==> src/rtl/alu_arbiter.sv <==
// alu_arbiter: round-robin front end that shares one valid/ready ALU among
// NREQ requesters and steers results back through an in-order tag FIFO.
module alu_arbiter #(
  parameter int NREQ      = 4,
  parameter int DATA_W    = 32,
  parameter int OP_W      = 3,
  parameter int TAG_DEPTH = 4
) (
  input  logic                       clk_i,
  input  logic                       rst_i,
  input  logic [NREQ-1:0]            req_valid_i,
  output logic [NREQ-1:0]            req_ready_o,
  input  logic [NREQ*DATA_W-1:0]     req_in1_i,
  input  logic [NREQ*DATA_W-1:0]     req_in2_i,
  input  logic [NREQ*OP_W-1:0]       req_op_i,
  output logic [NREQ-1:0]            rsp_valid_o,
  input  logic [NREQ-1:0]            rsp_ready_i,
  output logic [DATA_W-1:0]          rsp_res_o,
  output logic [DATA_W-1:0]          alu_in1_o,
  output logic [DATA_W-1:0]          alu_in2_o,
  output logic [OP_W-1:0]            alu_op_o,
  output logic                       alu_in_valid_o,
  input  logic                       alu_in_ready_i,
  input  logic [DATA_W-1:0]          alu_res_i,
  input  logic                       alu_out_valid_i,
  output logic                       alu_out_ready_o,
  output logic [$clog2(TAG_DEPTH):0] inflight_o,
  output logic                       err_orphan_o
);

  localparam int IW = $clog2(NREQ);
  localparam int AW = (TAG_DEPTH > 1) ? $clog2(TAG_DEPTH) : 1;
  localparam int CW = $clog2(TAG_DEPTH) + 1;

  logic [IW-1:0] rr_ptr_q, rr_ptr_d;
  logic [IW-1:0] lock_idx_q, lock_idx_d;
  logic          lock_q, lock_d;
  logic [IW-1:0] gnt_idx;
  logic          gnt_any;
  int            scan_idx;

  logic [IW-1:0] tag_mem_q [TAG_DEPTH];
  logic [AW-1:0] wr_ptr_q, rd_ptr_q;
  logic [CW-1:0] cnt_q;
  logic          err_q;
  logic          can_issue, push, pop, empty;
  logic [IW-1:0] head;

  function automatic logic [AW-1:0] ptr_inc(input logic [AW-1:0] p);
    return (p == AW'(TAG_DEPTH - 1)) ? '0 : p + 1'b1;
  endfunction

  // Grant select: held index while locked, else first valid from rr_ptr.
  // Scanning from the far end down lets the nearest valid requester win.
  always_comb begin
    gnt_idx  = lock_idx_q;
    gnt_any  = lock_q;
    scan_idx = 0;
    if (!lock_q) begin
      for (int k = NREQ - 1; k >= 0; k--) begin
        scan_idx = (int'(rr_ptr_q) + k) % NREQ;
        if (req_valid_i[scan_idx]) begin
          gnt_idx = IW'(scan_idx);
          gnt_any = 1'b1;
        end
      end
    end
  end

  // Issue side handshake and payload mux.
  always_comb begin
    can_issue      = cnt_q < CW'(TAG_DEPTH);
    alu_in_valid_o = can_issue & gnt_any;
    push           = alu_in_valid_o & alu_in_ready_i;
    req_ready_o    = push ? (NREQ'(1) << gnt_idx) : '0;
    alu_in1_o      = gnt_any ? req_in1_i[gnt_idx*DATA_W +: DATA_W] : '0;
    alu_in2_o      = gnt_any ? req_in2_i[gnt_idx*DATA_W +: DATA_W] : '0;
    alu_op_o       = gnt_any ? req_op_i[gnt_idx*OP_W +: OP_W] : '0;
  end

  // Response side: head tag steers valid/ready; empty FIFO blocks results.
  always_comb begin
    empty           = (cnt_q == '0);
    head            = tag_mem_q[rd_ptr_q];
    rsp_valid_o     = (alu_out_valid_i & !empty) ? (NREQ'(1) << head) : '0;
    alu_out_ready_o = rsp_ready_i[head] & !empty;
    pop             = alu_out_valid_i & alu_out_ready_o;
    rsp_res_o       = alu_res_i;
    inflight_o      = cnt_q;
    err_orphan_o    = err_q;
  end

  // Arbitration next state: advance past the winner on issue, lock on stall.
  always_comb begin
    rr_ptr_d   = rr_ptr_q;
    lock_d     = lock_q;
    lock_idx_d = lock_idx_q;
    if (push) begin
      rr_ptr_d = (gnt_idx == IW'(NREQ - 1)) ? '0 : gnt_idx + 1'b1;
      lock_d   = 1'b0;
    end else if (alu_in_valid_o) begin
      lock_d     = 1'b1;
      lock_idx_d = gnt_idx;
    end
  end

  // Arbitration state registers.
  always_ff @(posedge clk_i) begin
    if (rst_i) begin
      rr_ptr_q   <= '0;
      lock_q     <= 1'b0;
      lock_idx_q <= '0;
    end else begin
      rr_ptr_q   <= rr_ptr_d;
      lock_q     <= lock_d;
      lock_idx_q <= lock_idx_d;
    end
  end

  // Tag storage; contents are don't-care while the slot is free.
  always_ff @(posedge clk_i) begin
    if (push) tag_mem_q[wr_ptr_q] <= gnt_idx;
  end

  // Tag FIFO pointers/occupancy and the sticky orphan flag.
  always_ff @(posedge clk_i) begin
    if (rst_i) begin
      wr_ptr_q <= '0;
      rd_ptr_q <= '0;
      cnt_q    <= '0;
      err_q    <= 1'b0;
    end else begin
      if (push) wr_ptr_q <= ptr_inc(wr_ptr_q);
      if (pop)  rd_ptr_q <= ptr_inc(rd_ptr_q);
      if (push && !pop)      cnt_q <= cnt_q + 1'b1;
      else if (pop && !push) cnt_q <= cnt_q - 1'b1;
      if (alu_out_valid_i && empty) err_q <= 1'b1;
    end
  end

endmodule

==> config.mk <==
export PLATFORM = sky130hd
export DESIGN_NAME = alu_arbiter
export DESIGN_NICKNAME = d
export VERILOG_FILES = /design/src/rtl/alu_arbiter.sv
export SDC_FILE = /design/constraint.sdc
export NUM_CORES = 1
export LEC_CHECK = 0
export ABC_AREA = 1
export CAP_MARGIN = 20
export CORE_AREA = 2 2 163 165
export DETAILED_ROUTE_END_ITERATION = 8
export DIE_AREA = 0 0 165 167
export GPL_ROUTABILITY_DRIVEN = 0
export PLACE_DENSITY = 0.54
export SLEW_MARGIN = 20
export SYNTH_ARGS = -nofsm -noshare
export SYNTH_HDL_FRONTEND = slang
export SYNTH_SLANG_ARGS = --single-unit
==> constraint.sdc <==
create_clock -name clk_i -period 6.7 [get_ports clk_i]
set_input_delay 1.675 -clock clk_i [delete_from_list [all_inputs] [get_ports clk_i]]
set_output_delay 1.675 -clock clk_i [all_outputs]
set_load 0.02 [all_outputs]
==> results.yml <==
cts:
  clock_latency_ps: 260
  cts_resized: 0
  cts.sinks: 23
  cts.clk_slew.worst_paths_ps: 60
  clockBufferDepth: 2
  cts_tree: "done"
  cts_max_level: 1
  cts_hold_buf: 0
  cts_setup_buffers: 0
  root_buffer: "clkbuf_16"
  cts_made_buffers: 3
global_routing:
  grt_overflow: 0
  grt_pass1_vias: 6456
  grt_pass1_wl_mm: 34.89
  antenna_found_initial: 0
  grt_use_total: 0.1582
  grt_max_degree: 92
route:
  wirelength_mm: 23.59
  highest_layer: "met4"
  viasPerCell: 4.346
  drc: 0
  first_iter_violations: 288
  wire_per_inst_um: 14.96
  met1_length_mm: 9.712
  dr.pass1.iters: 5
  postRouteAntennaNets: 0
  dr_wl_met2_mm: 11.66
  met3WireLength_mm: 1.953
  via_count: 6854
synth:
  syn_avg_cell_area_um2: 5.258
  seq_area_frac_synth: 0.1065
  syn_inst: 965
  synth_area_leaders: "nand3_1 (21%), inv_1 (17%), nand2_1 (13%)"
  yosysMostFrequentCell: "inv_1"
  synth_top_area_cell: "nand3_1"
  async_flop_share: 0
  synth.distinct_cells: 29
  syn_nets: 1288
  synth-edff-count: 8
  synth_ff_type: "dfxtp_1"
  yosysWarnings: 0
  synth_area_um2: 5074
  ys_ff_latch: 23
  ys_top_cells_by_count: "inv_1 (233), nand3_1 (216), nand2_1 (180)"
  synth_top_area_share: 0.2131
floorplanning:
  initial_core_util: 0.1969
  die-area_um2: 27560
  rows: 59
  dieHeight_um: 167
  die_w_um: 165
  num_io_pins: 425
  core_region_area_um2: 25760
worst_setup_path:
  path_buf_inv: 7
  setup.worst_path.end_class: "primary output"
  slowest_delay_ps: 530
  arrival_ps: 4450
  path_delay_family: "buffers and inverters"
  worst_path_max_delay_cell: "clkdlybuf4s50_1"
  path_cells: "clkdlybuf4s50_1, inv_1, nand2_1, nand3_1, nand2_1, inv_1, nand3_1, nand2_1, nand2_1, nand2_2, nand2_4, nand2_4, buf_4, inv_1, ha_1, inv_1, nor2_1, clkdlybuf4s50_1"
  cp-start-kind: "primary input"
  critical_path_class: "primary input to primary output"
  path_max_fanout: 41
  worstPathRequired_ps: 5030
final_layout:
  synthToLayoutAreaGrowth_pct: 72.40
  diodes: 0
  final_layout_size_suffix_gt1_frac: 0.02415
  nets: 1566
timing:
  tightest_slew_ps: 580.3
  slew_violations: 0
  hold_viol: 0
  skew_ps: 6.775
  finalCritPeriodShare: 0.9144
  max_freq_mhz: 163.2
  setup_violations: 0
  period_minus_slack_ps: 6126
  setup_ws_ps: 573.6
  relSlewSlack: 0.6131
  setup_tns_ps: 0
  grt_setup_unrepaired: "no"
pwr:
  p_clk_frac: 0.027
  seqPwrFrac: 0.051
  p_per_area_nw_per_um2: 549.7
  comb_power_share: 0.922
  leakage_nw: 4.266
  internal_power_w: 0.002081
  p_sw_frac: 0.5671
  switchingPower_w: 0.002727
  ir_drop_uv: 423.8
place:
  dp_hpwl_mm: 18.12
  pre_cts_ws_ps: 534.0
  portBuffers: 360
run_status:
  status: "completed"
flow_run:
  cap_violations: 0
min_path:
  hold_path_class: "register to register"
flip-flops by register name (all words and copies together), names as in the netlist, named ones only:
register	flops
lock_idx_q	2
tag_mem_q	8
inflight_o	3
rr_ptr_q	2
lock_q	1
rd_ptr_q	2
wr_ptr_q	2
err_orphan_o	1
placed cells by master, fill, tap and decap left out, types with 2 or more instances in the layout:
master	count
nand2_1	179
nand3_1	216
edfxtp_1	8
inv_1	232
o22ai_1	2
clkdlybuf4s50_1	360
or2_2	2
a21oi_1	74
clkbuf_16	3
nand2_2	2
buf_12	4
dfxtp_1	15
nand2_4	3
buf_4	8
inv_2	4
nor2_1	31
ha_1	10
o21ai_0	11
nand3b_1	67
logic make-up (layout without fill, tap and decap cells):
group | after synthesis | in the layout | synth area share
flip-flops | 23 | 23 | 0.1065
buffers and inverters | 336 | 613 | 0.2908
AO/OA/AOI/OAI | 91 | 91 | 0.09273
adder cells (fa/ha/maj) | 11 | 11 | 0.02861
AND/OR/NAND/NOR | 504 | 504 | 0.4814
per-stage QoR:
step	instance area [µm²]	hold slack, ps	util	total power (W)	std cells
6_report	8747	470.4	0.3395	0.004808	1577
5_1_grt	8747	503.2	0.3395	0.005217	1577
4_1_cts	8747	484.9	0.3395	0.004882	1577
3_5_place_dp	8668	470.2	0.3365	0.004727	1573
3_3_place_gp	8668	449.9	0.3365	0.004748	1573
2_1_floorplan	5074	488.2	-	0.002951	965
area by class of cell:
type                    instances  area, µm²
fillers                      2865      17020
repair buffers                372       3744
multi-input cells             606       3073
inverters                     237      892.1
flip-flops and latches         23      540.5
well taps                     335      419.2
clock buffers                   4      78.83
per-layer routing:
metal / GRT usage / vias to the layer above
met5: 0 / -
met4: 0.02155 / 0
met3: 0.03661 / 20
met2: 0.2864 / 283
met1: 0.1928 / 3040
li1: - / 3511
worst paths after layout:
kind,depth (start not counted),slack (ps),endpoint,start
max,18,570,req_ready_o[1],req_valid_i[3]
min,1,470,err_orphan_o,err_orphan_o
max reg2reg,18,3660,inflight_o[2],rr_ptr_q[0]
min reg2reg,1,470,err_orphan_o,err_orphan_o
power by group through the flow:
| stage | clock network (W) | registers (W) | logic [W] |
|---|---|---|---|
| 6_report | 0.000128 | 0.000247 | 0.00443 |
| 5_1_grt | 0.000137 | 0.000253 | 0.00483 |
| 4_1_cts | 0.000132 | 0.000248 | 0.00450 |
| 3_5_place_dp | 0 | 0.000249 | 0.00448 |
| 3_3_place_gp | 0 | 0.000250 | 0.00450 |
| 2_1_floorplan | 0 | 0.000242 | 0.00271 |
No activity file was read; power rests on OpenSTA's default activity.
